--- src/rtl/grf_wr_arbiter_pkg.sv ---
// Shared widths and constants for the register-file write arbiter.
package grf_wr_arbiter_pkg;

  localparam int GRF_AW = 5;
  localparam int GRF_DW = 32;

  // Register 0 is hardwired to zero; writes to it are dropped.
  localparam logic [GRF_AW-1:0] ZERO_REG = '0;

endpackage

--- src/rtl/grf_wq_fifo.sv ---
// Circular write queue for MDU results. Each entry carries a valid bit so
// that a newer pipeline write can kill it in place without disturbing order.
module grf_wq_fifo
  import grf_wr_arbiter_pkg::*;
#(
  parameter int DEPTH = 4,
  parameter int AW    = GRF_AW,
  parameter int DW    = GRF_DW
) (
  input  logic                     clk,
  input  logic                     reset,
  input  logic                     push,
  input  logic [AW-1:0]            push_addr,
  input  logic [DW-1:0]            push_data,
  input  logic [DW-1:0]            push_pc,
  input  logic                     pop,
  input  logic                     kill,
  input  logic [AW-1:0]            kill_addr,
  input  logic [AW-1:0]            q1_addr,
  input  logic [AW-1:0]            q2_addr,
  output logic                     empty,
  output logic                     head_vld,
  output logic [AW-1:0]            head_addr,
  output logic [DW-1:0]            head_data,
  output logic [DW-1:0]            head_pc,
  output logic [DEPTH-1:0]         q1_hit,
  output logic [DEPTH-1:0]         q2_hit,
  output logic [$clog2(DEPTH):0]   count
);

  localparam int PW = $clog2(DEPTH);
  localparam int CW = PW + 1;

  logic [DEPTH-1:0] vld;
  logic [AW-1:0]    addr_q [DEPTH];
  logic [DW-1:0]    data_q [DEPTH];
  logic [DW-1:0]    pc_q   [DEPTH];
  logic [PW-1:0]    wr_ptr;
  logic [PW-1:0]    rd_ptr;

  // Queue state: kill first, then pop clears the head, then push sets the
  // tail, so a push into the slot being popped (full case) keeps its valid.
  always_ff @(posedge clk) begin
    if (reset) begin
      vld    <= '0;
      wr_ptr <= '0;
      rd_ptr <= '0;
      count  <= '0;
    end else begin
      for (int i = 0; i < DEPTH; i++) begin
        if (kill && addr_q[i] == kill_addr) vld[i] <= 1'b0;
      end
      if (pop) begin
        vld[rd_ptr] <= 1'b0;
        rd_ptr      <= rd_ptr + PW'(1);
      end
      if (push) begin
        vld[wr_ptr]    <= 1'b1;
        addr_q[wr_ptr] <= push_addr;
        data_q[wr_ptr] <= push_data;
        pc_q[wr_ptr]   <= push_pc;
        wr_ptr         <= wr_ptr + PW'(1);
      end
      count <= count + CW'(push) - CW'(pop);
    end
  end

  // Per-entry address match; only live entries can match since pop and
  // kill both clear the valid bit.
  always_comb begin
    q1_hit = '0;
    q2_hit = '0;
    for (int i = 0; i < DEPTH; i++) begin
      q1_hit[i] = vld[i] && (addr_q[i] == q1_addr);
      q2_hit[i] = vld[i] && (addr_q[i] == q2_addr);
    end
  end

  assign empty     = (count == '0);
  assign head_vld  = vld[rd_ptr];
  assign head_addr = addr_q[rd_ptr];
  assign head_data = data_q[rd_ptr];
  assign head_pc   = pc_q[rd_ptr];

endmodule

--- src/rtl/grf_wr_arbiter.sv ---
// Register-file write-port arbiter: pipeline writeback always wins, queued
// MDU results drain in order, and an MDU result bypasses straight to the
// port when nothing else wants it. Also produces pending-write flags.
module grf_wr_arbiter
  import grf_wr_arbiter_pkg::*;
#(
  parameter int DEPTH = 4,
  parameter int AW    = GRF_AW,
  parameter int DW    = GRF_DW
) (
  input  logic                   clk,
  input  logic                   reset,
  input  logic                   wb_valid,
  input  logic [AW-1:0]          wb_addr,
  input  logic [DW-1:0]          wb_data,
  input  logic [DW-1:0]          wb_pc,
  input  logic                   md_valid,
  output logic                   md_ready,
  input  logic [AW-1:0]          md_addr,
  input  logic [DW-1:0]          md_data,
  input  logic [DW-1:0]          md_pc,
  output logic                   grf_we,
  output logic [AW-1:0]          grf_a3,
  output logic [DW-1:0]          grf_wd,
  output logic [DW-1:0]          grf_pc,
  input  logic [AW-1:0]          q1_addr,
  input  logic [AW-1:0]          q2_addr,
  output logic                   q1_pend,
  output logic                   q2_pend,
  output logic [$clog2(DEPTH):0] q_count
);

  localparam int CW = $clog2(DEPTH) + 1;
  localparam logic [AW-1:0] ZR = AW'(ZERO_REG);

  logic             empty;
  logic             head_vld;
  logic [AW-1:0]    head_addr;
  logic [DW-1:0]    head_data;
  logic [DW-1:0]    head_pc;
  logic [DEPTH-1:0] q1_hit;
  logic [DEPTH-1:0] q2_hit;
  logic             wb_go;
  logic             pop;
  logic             bypass;
  logic             push;
  logic             md_xfer;

  // Arbitration decisions; a zero-address writeback does not claim the port.
  always_comb begin
    wb_go    = !reset && wb_valid && (wb_addr != ZR);
    pop      = !reset && !wb_go && !empty;
    bypass   = !reset && !wb_go && empty && md_valid && (md_addr != ZR);
    md_ready = !reset && ((q_count < CW'(DEPTH)) || pop);
    md_xfer  = md_valid && md_ready;
    push     = md_xfer && !bypass && (md_addr != ZR);
  end

  // Write-port mux in priority order; killed head entries pop silently.
  always_comb begin
    grf_we = 1'b0;
    grf_a3 = '0;
    grf_wd = '0;
    grf_pc = '0;
    if (wb_go) begin
      grf_we = 1'b1;
      grf_a3 = wb_addr;
      grf_wd = wb_data;
      grf_pc = wb_pc;
    end else if (pop) begin
      if (head_vld) begin
        grf_we = 1'b1;
        grf_a3 = head_addr;
        grf_wd = head_data;
        grf_pc = head_pc;
      end
    end else if (bypass) begin
      grf_we = 1'b1;
      grf_a3 = md_addr;
      grf_wd = md_data;
      grf_pc = md_pc;
    end
  end

  // Pending flags: live queue entries plus a result being enqueued now.
  always_comb begin
    q1_pend = !reset && (q1_addr != ZR) &&
              ((|q1_hit) || (push && md_addr == q1_addr));
    q2_pend = !reset && (q2_addr != ZR) &&
              ((|q2_hit) || (push && md_addr == q2_addr));
  end

  grf_wq_fifo #(.DEPTH(DEPTH), .AW(AW), .DW(DW)) u_fifo (
    .clk       (clk),
    .reset     (reset),
    .push      (push),
    .push_addr (md_addr),
    .push_data (md_data),
    .push_pc   (md_pc),
    .pop       (pop),
    .kill      (wb_go),
    .kill_addr (wb_addr),
    .q1_addr   (q1_addr),
    .q2_addr   (q2_addr),
    .empty     (empty),
    .head_vld  (head_vld),
    .head_addr (head_addr),
    .head_data (head_data),
    .head_pc   (head_pc),
    .q1_hit    (q1_hit),
    .q2_hit    (q2_hit),
    .count     (q_count)
  );

endmodule

--- config.mk ---
export PLATFORM = sky130hd
export DESIGN_NAME = grf_wr_arbiter
export DESIGN_NICKNAME = d
export VERILOG_FILES = /design/src/rtl/grf_wr_arbiter_pkg.sv /design/src/rtl/grf_wq_fifo.sv /design/src/rtl/grf_wr_arbiter.sv
export SDC_FILE = /design/constraint.sdc
export NUM_CORES = 1
export LEC_CHECK = 0
export ABC_AREA = 1
export CORE_AREA = 2 2 195 197
export DETAILED_ROUTE_END_ITERATION = 10
export DIE_AREA = 0 0 197 199
export PLACE_DENSITY = 0.65
export SLEW_MARGIN = 15
export SYNTH_ARGS = -nofsm -noshare
export SYNTH_HDL_FRONTEND = slang
export SYNTH_SLANG_ARGS = --single-unit
--- constraint.sdc ---
create_clock -name clk -period 8.68 [get_ports clk]
set_input_delay 2.17 -clock clk [delete_from_list [all_inputs] [get_ports clk]]
set_output_delay 2.17 -clock clk [all_outputs]
set_load 0.005 [all_outputs]
# After elaboration in Yosys (flattened, before gate mapping)
# Memories as Yosys holds them, arrays and structs flattened. A register that Yosys moved wholly into a read port is not among the register bits.
# Index checks and enable logic that the tools add are counted.
[totals] inputBits=152 reg_bits=11 ram_bits=276 mem_count=3 output_inout_bits=76
[classes] n_reduce_logical=45 eq_ne=14 order_cmp=5 n_bitwise=3 add_sub_neg=4 n_mux=42
[memory_table] memory="u_fifo.data_q" depth=4 width=32 read_ports=1 rd_ports_with_merged_regs=1 wr=1 line_no="grf_wq_fifo.sv:36" rtl="logic [DW-1:0] data_q [DEPTH];"
[memory_table] memory="u_fifo.pc_q" depth=4 width=32 read_ports=1 rd_ports_with_merged_regs=1 wr=1 line_no="grf_wq_fifo.sv:37" rtl="logic [DW-1:0] pc_q [DEPTH];"
[memory_table] memory="u_fifo.addr_q" depth=4 width=5 read_ports=5 rd_ports_with_merged_regs=1 wr=1 line_no="grf_wq_fifo.sv:35" rtl="logic [AW-1:0] addr_q [DEPTH];"
[op_table] operator="32-bit two-way mux" count=8
[op_table] operator="5-bit == test" count=14
[op_table] operator="1-bit logical AND" count=31
[op_table] operator="5-bit two-way mux" count=4
[op_table] operator="5-bit nonzero test" count=4
[op_table] operator="1-bit two-way mux" count=18
[op_table] operator="2-bit two-way mux" count=6
[op_table] operator="4-bit two-way mux" count=3
[op_table] operator="4-bit OR reduction" count=2
[op_table] operator="2-bit by 3-bit < comparator with 1-bit output (second input constant)" count=2
[op_table] operator="2-bit by 1-bit adder with 2-bit output (second input constant)" count=2
[op_table] operator="4-bit bitwise AND" count=1
[op_table] operator="1-bit demux with 2-bit select" count=2
[op_table] operator="2-bit by 1-bit greater-or-equal comparator with 1-bit output (second input constant)" count=2
[op_table] operator="1-bit logical NOT" count=4
[op_table] operator="4-bit NOT" count=1
[op_table] operator="4-bit OR" count=1
[op_table] operator="3-bit by 1-bit adder with 3-bit output" count=1
[op_table] operator="3-bit logical NOT" count=1
[op_table] operator="1-bit logical OR" count=3
[op_table] operator="3-bit < comparator (second input constant)" count=1
[op_table] operator="3-bit by 1-bit subtractor with 3-bit output" count=1
[op_table] operator="1-bit binary-select mux with 2-bit select" count=1

# Longest topological paths before layout
# Gate-level depths: netlist (run 1).
[logic_depth] ltp_word=14 mapped_depth=15 mapped_depth_nobuf=13

# By module
# From an unflattened synthesis (run 1), not the netlist that was laid out.
[unflattened] cells_unflattened=1294 hier_area_um2=13360.3
[by_module_without_submodules] mod="grf_wq_fifo" cells_each=941 instances=1 area_each_um2=11758.8
[by_module_without_submodules] mod="grf_wr_arbiter" cells_each=353 instances=1 area_each_um2=1601.5

# Least setup slack after synthesis (run 1)
# Ideal clock, no wire load.
[synth_timing] path_kind="input to register" startpoint="input reset" endpoint="memory u_fifo.addr_q[0][0] (netlist bit) (enable)" cell_stages=8 arrival_ps=5918 path_slack_ps=2265 cell_sequence="buf_2 > nor2_2 > nand2_4 > nand3_4 > nand2_1 > nor2_2 > inv_2 > nor2_1"
[synth_via] elab_chain_cells=14
[synth_lines] item="from (decl)" line_no="grf_wr_arbiter.sv:12" rtl="input logic reset,"
[synth_lines] item="1-bit logical NOT"
[synth_lines] item="1-bit logical AND (2 in series)" line_no="grf_wr_arbiter.sv:51" rtl="wb_go = !reset && wb_valid && (wb_addr != ZR);"
[synth_lines] item="1-bit logical NOT" line_no="grf_wr_arbiter.sv:52, grf_wr_arbiter.sv:53"
[synth_lines] item="1-bit logical AND" line_no="grf_wr_arbiter.sv:52, grf_wr_arbiter.sv:53"
[synth_lines] item="1-bit logical AND (on tied branches)" line_no="grf_wr_arbiter.sv:52, grf_wr_arbiter.sv:53"
[synth_lines] item="1-bit logical OR / 1-bit logical AND (equally long branches)" line_no="grf_wr_arbiter.sv:54, grf_wr_arbiter.sv:53"
[synth_lines] item="1-bit logical AND (on tied branches)" line_no="grf_wr_arbiter.sv:54, grf_wr_arbiter.sv:53"
[synth_lines] item="1-bit logical AND / 1-bit logical NOT (equally long branches)" line_no="grf_wr_arbiter.sv:55, grf_wr_arbiter.sv:56"
[synth_lines] item="1-bit logical AND (2 in series)" line_no="grf_wr_arbiter.sv:56" rtl="push = md_xfer && !bypass && (md_addr != ZR);"
[synth_lines] item="1-bit two-way mux" line_no="grf_wq_fifo.sv:57" rtl="if (push) begin"
[synth_lines] item="1-bit two-way mux *" line_no="grf_wq_fifo.sv:44" rtl="if (reset) begin"
[synth_lines] item="1-bit two-way mux (not written as such) *" line_no="grf_wq_fifo.sv:59" rtl="addr_q[wr_ptr] <= push_addr;"
[synth_lines] item="to (decl)" line_no="grf_wq_fifo.sv:35"
# Every way passes the cells marked *; elsewhere a longest branch is shown, timed or not.

# Worst setup path after layout (run 1)
[layout_timing] startpoint="input wb_addr[2]" endpoint="output grf_pc[12]"
[layout_via] elab_chain_cells=10
[layout_lines] item="from (decl)" line_no="grf_wr_arbiter.sv:14" rtl="input logic [AW-1:0] wb_addr,"
[layout_lines] item="5-bit nonzero test *" line_no="grf_wr_arbiter.sv:51"
[layout_lines] item="1-bit logical AND *" line_no="grf_wr_arbiter.sv:51"
[layout_lines] item="1-bit logical NOT" line_no="grf_wr_arbiter.sv:52, grf_wr_arbiter.sv:53"
[layout_lines] item="1-bit logical AND" line_no="grf_wr_arbiter.sv:52, grf_wr_arbiter.sv:53"
[layout_lines] item="1-bit logical AND (3 in series)" line_no="grf_wr_arbiter.sv:53" rtl="bypass = !reset && !wb_go && empty && md_valid && (md_addr != ZR);"
[layout_lines] item="32-bit two-way mux" line_no="grf_wr_arbiter.sv:77" rtl="end else if (bypass) begin"
[layout_lines] item="32-bit two-way mux" line_no="grf_wr_arbiter.sv:70" rtl="end else if (pop) begin"
[layout_lines] item="32-bit two-way mux *" line_no="grf_wr_arbiter.sv:65" rtl="if (wb_go) begin"
[layout_lines] item="to (decl)" line_no="grf_wr_arbiter.sv:25" rtl="output logic [DW-1:0] grf_pc,"
# Marked as above.

==> qor.txt, run 1 <==
Total internal power: 2.69 mW
Number of fill cells: 3452
Met3 wire length: 1720 µm
Predominant post-synthesis flop cell: edfxtp_1
First-pass GRT wire length: 55500 µm
DRT iter0 DRCs: 640
CTS Buf Count: 30
Flop pwr share: 43.1%
Core box area: 37100 µm²
GRT Resource Usage Total: 18.0%
Worst EP required: 6.51 ns
Hold Crit Class: flip-flop to flip-flop
Multi-input combinational cell area: 4790 µm²
Final Util: 47.1%
Vias in the first global route: 10000
Mapped Nets: 1485
HPWL Detailed: 22600 µm
Die Y: 199 µm
Pin count of the biggest net entering global routing: 83
Worst rel slew slack: 27.0%
Distinct cells, synth: 32
Pleak: 6.52 nW
Setup Viol. Count Final: 0
Cells after synthesis: 1322
Final hold vios: 0
Worst hold start: u_fifo.wr_ptr[1]
Setup TNS: 0 ns
Wl on met1: 16100 µm
Post-Synthesis Cell Area: 14000 µm²
VDD IR max: 0.000128 V
Total Wirelength: 35800 µm
NumNets Final: 1686
Bufs on Longest Clock Path: 3
Die width: 197 µm
Status: complete, no violations
Vias post-DR: 10200
Crit Path Category: primary input to primary output
DRC: 0
Number of vias per cell: 5.05
Storage element area: 8550 µm²
Critical-path cell list: clkdlybuf4s50_1 -> nor2_8 -> nand3_4 -> nand2_4 -> nand2_2 -> nor2_4 -> inv_2 -> nor2_8 -> buf_12 -> nand2_2 -> nand3_2 -> clkdlybuf4s50_1
Crit share post-route: 85.2%
Antenna violations before repair: 0
Row count: 71
Ys async rst share: 0%
Sequential fraction of the synthesis area: 61.2%
Area Growth Syn to Fin: 25.2%
GRT overflow: 0
GP Congestion: 0.934
Synthesis-stage register bit count: 289
Critical path fanouts, max: 39
Met2 wire length: 17200 µm
Clock sink total: 289
Worst path slowest cell: clkdlybuf4s50_1
Skew final: 0.0147 ns
Root Buffer: clkbuf_16
Setup Slack @ Placement: 1.24 ns
Starting Density: 37.6%
Fin crit period: 7.40 ns
RSZ-0062 raised after global routing: no
Startpoint Class: primary input
Die area: 39200 µm²
Share of cells above drive strength 1: 14.5%
Clock share of power: 30.7%
DRT antenna net count: 0
H-tree levels: 1
Critical Path Sink Type: primary output
Clock slew at reported path FFs: 0.06 ns
Top Metal Used: met4
Power density over the cells: 220 nW/µm²
CTS tree: done
Comb power frac: 26.3%
Max cap viols: 0
CP Data Arrival Time: 5.23 ns
Ant diodes: 0
Post-Syn Area per Cell: 10.6 µm²
I/O Buffers: 227
Worst-Skew Late Latency: 0.54 ns
Post-CTS Setup Inserts: 0
Final worst slack: 1.28 ns
Sw Pwr: 1.17 mW
Critical R2R Launch: u_fifo.count[1]
Resized Gates After CTS: 0
Hold buffers post-CTS: 0
Num ports: 228
Origin of the worst setup path: wb_addr[2]
Routed len/inst: 17.7 µm
CP max stage delay: 0.67 ns
DRT Pass-1 Iters: 5
Ys Warns: 0
Switching Share: 30.3%
Tightest Pin Transition: 1.10 ns
Fmax: 135 MHz
Final Max Tran Viols: 0
Number of synthesized flops with an enable pin: 276
-- Yosys cell counts, types with 3 or more instances --
| master | instances | area [µm²] |
|---|---|---|
| nand2_2 | 70 | 438 |
| dfxtp_1 | 13 | 260 |
| edfxtp_1 | 276 | 8290 |
| buf_1 | 4 | 15.0 |
| nand2_1 | 252 | 946 |
| xnor2_1 | 13 | 114 |
| clkbuf_1 | 46 | 173 |
| a21oi_1 | 16 | 80.1 |
| o21ai_0 | 159 | 796 |
| buf_2 | 13 | 65.1 |
| buf_12 | 7 | 140 |
| inv_1 | 49 | 184 |
| xor2_1 | 14 | 123 |
| nand3_1 | 16 | 80.1 |
| o21ai_1 | 7 | 35.0 |
| o22ai_1 | 64 | 400 |
| nand4_1 | 10 | 62.6 |
| nand3_2 | 69 | 691 |
| nor2_4 | 3 | 33.8 |
| ha_1 | 10 | 125 |
| nor2_1 | 186 | 698 |
| inv_2 | 10 | 37.5 |
-- state kept, by name, indices dropped and copies added (netlist names), named ones only --
name	count
u_fifo.data_q	128
u_fifo.pc_q	128
u_fifo.addr_q	20
u_fifo.vld	4
u_fifo.count	3
u_fifo.rd_ptr	2
u_fifo.wr_ptr	2
-- power groups by stage --
stage | clock network, mW | logic (mW) | registers, mW
detailed placement | 0 | 1.02 | 1.69
CTS | 1.21 | 1.03 | 1.66
global route | 1.26 | 1.13 | 1.67
global placement | 0 | 1.02 | 1.69
floorplan | 0 | 0.637 | 1.66
finish | 1.18 | 1.01 | 1.66
-- critical path: cells and delay by family --
| kind | cells | cell delay [ns] |
|---|---|---|
| buf+inv | 4 | 1.62 |
| simple gates | 8 | 1.38 |
-- through the flow --
stage	cells	hold WS, ns	instance area (µm²)	total power, mW
detailed placement	1965	0.534	16600	2.71
floorplan	1322	0.497	14000	2.30
finish	2019	0.539	17500	3.85
global placement	1965	0.520	16600	2.71
global route	2019	0.605	17500	4.06
CTS	2019	0.545	17500	3.90
-- final timing paths --
path                             end  slack (ns)  cells past startpoint
setup reg to reg  u_fifo.pc_q[0][28]        5.99                      8
setup / recovery          grf_pc[12]        1.28                     12
hold / removal      u_fifo.wr_ptr[1]        0.54                      2
hold reg to reg     u_fifo.wr_ptr[1]        0.54                      2
-- logic make-up (layout without fill, tap and decap cells) --
family                     count (synthesis)  in the layout  share of synthesized area [%]
DFF                                      289            289                           61.2
buffers and inverters                    133            356                           4.67
AOI/OAI and AO/OA                        247            247                           9.44
and+or+nand+nor                          615            615                           21.9
xor gates and xnor gates                  27             27                           1.69
adders and majority gates                 11             11                           1.04
-- per-layer routing --
layer	up-vias	track usage [%]
li1	4979	-
met1	4909	24.5
met2	250	30.6
met3	50	2.32
met4	0	4.46
met5	-	0
-- placed cells by master, fill, tap and decap left out, types with 2 or more instances in the layout --
master	count
a21oi_1	16
buf_4	15
clkbuf_1	6
clkbuf_16	31
clkdlybuf4s50_1	227
clkinv_1	6
clkinv_2	7
clkinv_4	2
dfxtp_1	11
edfxtp_1	276
ha_1	10
inv_1	49
inv_2	9
nand2_1	252
nand2_2	70
nand3_1	16
nand3_2	69
nand3_4	2
nand4_1	10
nor2_1	182
nor2_2	2
nor2_4	7
nor2_8	2
o21ai_0	159
o21ai_1	7
o22ai_1	64
xnor2_1	13
xor2_1	14
-- area by class of cell --
| class | count | area share, % |
|---|---|---|
| clock buffer | 37 | 4.57 |
| clock inverter | 17 | 0.651 |
| inverter | 59 | 1.28 |
| multi-input combinational | 900 | 27.4 |
| sequential | 289 | 48.9 |
| tap | 474 | 3.39 |
| timing repair buffer | 243 | 13.8 |
No activity file was read; power rests on OpenSTA's default activity.
==> inputs of run 2 (changes only) <==
--- a/config.mk
+++ b/config.mk
@@ -6,10 +6,10 @@
 export NUM_CORES = 1
 export LEC_CHECK = 0
 export ABC_AREA = 1
-export CORE_AREA = 2 2 195 197
+export CORE_AREA = 2 2 161 163
 export DETAILED_ROUTE_END_ITERATION = 10
-export DIE_AREA = 0 0 197 199
-export PLACE_DENSITY = 0.65
+export DIE_AREA = 0 0 163 165
+export PLACE_DENSITY = 0.88
 export SLEW_MARGIN = 15
 export SYNTH_ARGS = -nofsm -noshare
 export SYNTH_HDL_FRONTEND = slang
==> run 2 against run 1 <==
  * Final area down 0.24%
  * Largest power group unchanged
  * Non-clock buffer count is 3 lower
  * Total power is 5.2% higher
  * First-iteration DRC count rose by 66%
  * Sequential cell count is the same
==> qor.txt, run 2 (synthesis results as in run 1) <==
Vias in the first global route: 10500
H-tree levels: 1
Root Buffer: clkbuf_16
Clock slew at reported path FFs: 0.06 ns
Power density over the cells: 232 nW/µm²
DRT antenna net count: 0
Total placed instance area: 16400 µm²
Total internal power: 2.88 mW
Power Total: 4.05 mW
Crit Path Category: primary input to primary output
Switching Share: 28.9%
Critical path fanouts, max: 19
Setup TNS: 0 ns
Antenna violations before repair: 1
Routed len/inst: 18.8 µm
Number of vias per cell: 5.65
Top Registers: u_fifo.data_q (128), u_fifo.pc_q (128), u_fifo.addr_q (20)
Most frequent cells in the layout: edfxtp_1, nand2_1, clkdlybuf4s50_1
Die Y: 165 µm
Worst-Skew Late Latency: 0.53 ns
DP Cell Count: 1818
Comb power frac: 25.0%
Total Wirelength: 35200 µm
GRT Resource Usage Total: 25.9%
Tightest Pin Transition: 1.07 ns
Starting Density: 55.8%
Clock share of power: 34.1%
Startpoint Class: primary input
Setup Viol. Count Final: 0
Final Max Tran Viols: 0
RSZ-0062 raised after global routing: no
GRT overflow: 0
Skew final: 0.0127 ns
Row count: 58
CTS Buf Count: 28
Status: complete, no violations
CTS tree: done
Critical Path Sink Type: primary output
Final worst slack: 1.43 ns
Worst rel slew slack: 28.9%
Area Growth Syn to Fin: 24.9%
Num ports: 228
Sw Pwr: 1.17 mW
DRC: 0
Setup Slack @ Placement: 1.43 ns
Die width: 163 µm
VDD IR max: 0.000135 V
Ant diodes: 0
HPWL Detailed: 21800 µm
Fmax: 138 MHz
Core box area: 25000 µm²
Post-Layout Cell Count: 1870
Vias post-DR: 10600
Pleak: 6.58 nW
Hold Crit Class: flip-flop to flip-flop
Most common cell after layout, fill and taps aside: edfxtp_1
Post-CTS Setup Inserts: 0
Pin count of the biggest net entering global routing: 87
Resized Gates After CTS: 0
GP Congestion: 0.969
Fin area: 17400 µm²
Fin crit period: 7.25 ns
Final hold vios: 0
Share of cells above drive strength 1: 14.7%
DRT iter0 DRCs: 1062
Die area: 26900 µm²
First-pass GRT wire length: 54000 µm
Bufs on Longest Clock Path: 3
Worst EP required: 6.51 ns
I/O Buffers: 227
Crit share post-route: 83.5%
NumNets Final: 1681
Flop pwr share: 40.9%
CP Data Arrival Time: 5.08 ns
Clock sink total: 289
Hold buffers post-CTS: 0
Max cap viols: 0
DRT Pass-1 Iters: 5
## run 2: changes by cell type in the layout (fill, tap and decap cells not counted), sizes merged
cell,delta
buf,-3
inv,+1
clkbuf,-7
clkinv,-5
bufinv,+8
clkinvlp,+1
## run 2: stage by stage
step	hold slack (ns)	util [%]
floorplan	0.497	-
finish	0.523	69.7
CTS	0.536	69.7
global placement	0.509	65.4
detailed placement	0.520	65.4
global route	0.562	69.7
## run 2: critical path, stage by stage
cell	delay, ns
clkdlybuf4s50_1	0.64
nor2_8	0.19
nand3_4	0.10
nand2_4	0.10
nand2_2	0.07
nor2_4	0.22
inv_2	0.10
nor2_8	0.41
buf_4	0.39
nand2_2	0.09
nand3_2	0.08
clkdlybuf4s50_1	0.50
## run 2: final timing paths
path,cells past startpoint,end,from,slack [ns]
max,12,grf_pc[1],wb_addr[3],1.43
min,1,u_fifo.count[2],u_fifo.count[1],0.52
max reg2reg,7,u_fifo.pc_q[2][24],u_fifo.count[1],6.02
min reg2reg,1,u_fifo.count[2],u_fifo.count[1],0.52
## run 2: area by class of cell
| type | instances | area [µm²] |
|---|---|---|
| Clock buffer | 30 | 729 |
| Clock inverter | 22 | 344 |
| Fill cell | 1754 | 7600 |
| Inverter | 59 | 224 |
| Multi-Input combinational cell | 900 | 4790 |
| Sequential cell | 289 | 8550 |
| Tap cell | 330 | 413 |
| Timing Repair Buffer | 240 | 2380 |
## run 2: layer usage
metal  part of all wire (%)  GRT usage [%]
met5                      0              0
met4                    1.9           8.29
met3                    8.6           4.34
met2                     49           43.7
met1                     40           34.5
## run 2: power by group through the flow
stage | registers, mW | logic [mW] | clock network, mW
2_1_floorplan | 1.66 | 0.637 | 0
3_3_place_gp | 1.68 | 0.978 | 0
3_5_place_dp | 1.69 | 1.00 | 0
4_1_cts | 1.66 | 1.02 | 1.39
5_1_grt | 1.67 | 1.11 | 1.45
6_report | 1.66 | 1.01 | 1.38
==> inputs of run 3 (changes only) <==
--- a/config.mk
+++ b/config.mk
@@ -6,10 +6,10 @@
 export NUM_CORES = 1
 export LEC_CHECK = 0
 export ABC_AREA = 1
-export CORE_AREA = 2 2 161 163
+export CORE_AREA = 2 2 172 174
 export DETAILED_ROUTE_END_ITERATION = 10
-export DIE_AREA = 0 0 163 165
-export PLACE_DENSITY = 0.88
+export DIE_AREA = 0 0 174 176
+export PLACE_DENSITY = 0.82
 export SLEW_MARGIN = 15
 export SYNTH_ARGS = -nofsm -noshare
 export SYNTH_HDL_FRONTEND = slang
==> constraint.sdc (replaced) <==
create_clock -name clk -period 5.91 [get_ports clk]
set_input_delay 1.4775 -clock clk [delete_from_list [all_inputs] [get_ports clk]]
set_output_delay 1.4775 -clock clk [all_outputs]
set_load 0.005 [all_outputs]
==> run 3 against run 2 <==
  * Sequential cell count unchanged
  * Highest routed layer unchanged
  * Die area up 14%
  * Sequential power up 45%
  * Routed wire length down 0.43%
  * Critical path type unchanged
==> qor.txt, run 3 (synthesis results as in run 1) <==
Status: complete, no violations
Starting Density: 48.9%
Worst reg2reg path depth: 11
CP Data Arrival Time: 3.94 ns
CTS tree: done
DRT Pass-1 Iters: 5
Num ports: 228
Number of fill cells: 2286
Power density over the cells: 331 nW/µm²
DRT iter0 DRCs: 805
Setup TNS: 0 ns
Final Max Tran Viols: 0
Total Wirelength: 35100 µm
CP max stage delay: 0.68 ns
GRT overflow: 0
Most common cell after layout, fill and taps aside: edfxtp_1
Row count: 62
Die Y: 176 µm
Pin count of the biggest net entering global routing: 75
Critical-path cell list: clkdlybuf4s50_1 -> nor2_8 -> nand3_4 -> nand2_4 -> nand2_2 -> nor2_4 -> inv_2 -> nor2_8 -> buf_12 -> nand2_2 -> nand3_2 -> clkdlybuf4s50_1
Clock slew at reported path FFs: 0.06 ns
Crit Path Category: primary input to primary output
Bufs on Longest Clock Path: 3
Critical path fanouts, max: 30
Worst-Skew Late Latency: 0.53 ns
Critical Path Sink Type: primary output
DRC: 0
NumNets Final: 1691
Resized Gates After CTS: 0
Hold path depth: 1
Worst EP required: 4.43 ns
Core box area: 28500 µm²
Worst rel slew slack: 37.2%
Post-CTS Setup Inserts: 0
I/O Buffers: 227
Share of cells above drive strength 1: 14.8%
Hold Crit Class: flip-flop to flip-flop
Top Registers: u_fifo.data_q (128), u_fifo.pc_q (128), u_fifo.addr_q (20)
GRT Resource Usage Total: 22.7%
GP Congestion: 0.911
Fin crit period: 5.42 ns
Routed len/inst: 18.1 µm
Antenna violations before repair: 2
Number of vias per cell: 5.39
HPWL Detailed: 22400 µm
Setup Viol. Count Final: 0
Vias post-DR: 10400
Die width: 174 µm
Worst path slowest cell: clkdlybuf4s50_1
Fmax: 185 MHz
Max cap viols: 0
Skew final: 0.00851 ns
Storage element area: 8550 µm²
Most frequent cells in the layout: edfxtp_1, nand2_1, clkdlybuf4s50_1
RSZ-0062 raised after global routing: no
Area Growth Syn to Fin: 25.6%
First-pass GRT wire length: 55200 µm
VDD IR max: 0.000208 V
DRT antenna net count: 0
Die area: 30600 µm²
Power Total: 5.80 mW
Tightest Pin Transition: 0.941 ns
Pleak: 6.58 nW
H-tree levels: 1
Crit share post-route: 91.6%
Hold buffers post-CTS: 0
Multi-input combinational cell area: 4790 µm²
Startpoint Class: primary input
Root Buffer: clkbuf_16
CTS Buf Count: 29
Clock sink total: 289
Final hold vios: 0
Vias in the first global route: 10400
==> run 3: worst max-delay path, delay by kind of cell <==
kind,cells,cell delay (ns)
buf+inv,4,1.52
simple gates,8,0.89
==> run 3: layer usage <==
layer,global-route usage (%),vias up,part of all wire (%)
li1,-,4997,-
met1,29.7,4980,42
met2,39.7,376,49
met3,3.66,72,6.4
met4,5.85,0,2.2
met5,0,-,0
==> run 3: path summary, 6_finish.rpt <==
kind	from	to	slack [ns]
hold / removal	u_fifo.count[1]	u_fifo.count[2]	0.54
setup / recovery	wb_addr[2]	grf_wd[26]	0.49
hold reg to reg	u_fifo.count[1]	u_fifo.count[2]	0.54
setup reg to reg	u_fifo.count[1]	u_fifo.count[2]	3.54
==> run 3: layout make-up <==
cell class | count | area share (%)
flip-flops and latches | 289 | 48.8
multi-input cells | 900 | 27.3
repair buffers | 249 | 14.3
clock buffers | 35 | 4.27
well taps | 384 | 2.74
clock inverters | 17 | 1.28
inverters | 59 | 1.28
diodes | 2 | 0.0285
==> run 3: where the power goes <==
part	leakage, nW	switching (mW)	internal (mW)
clock	0.468	0.740	1.12
combinational	3.50	0.926	0.610
sequential	2.61	0.0506	2.35
total	6.58	1.72	4.08
==> run 3: stage by stage <==
stage          instances  hold WS (ns)  setup slack [ns]  cell area [µm²]  utilization, %
2_1_floorplan       1322         0.497             0.188            14000               -
3_3_place_gp        1881         0.511             0.501            16600            58.0
3_5_place_dp        1881         0.515             0.489            16600            58.0
4_1_cts             1933         0.535             0.477            17500            61.4
5_1_grt             1934         0.572             0.388            17500            61.4
6_report            1935         0.538             0.494            17500            61.4
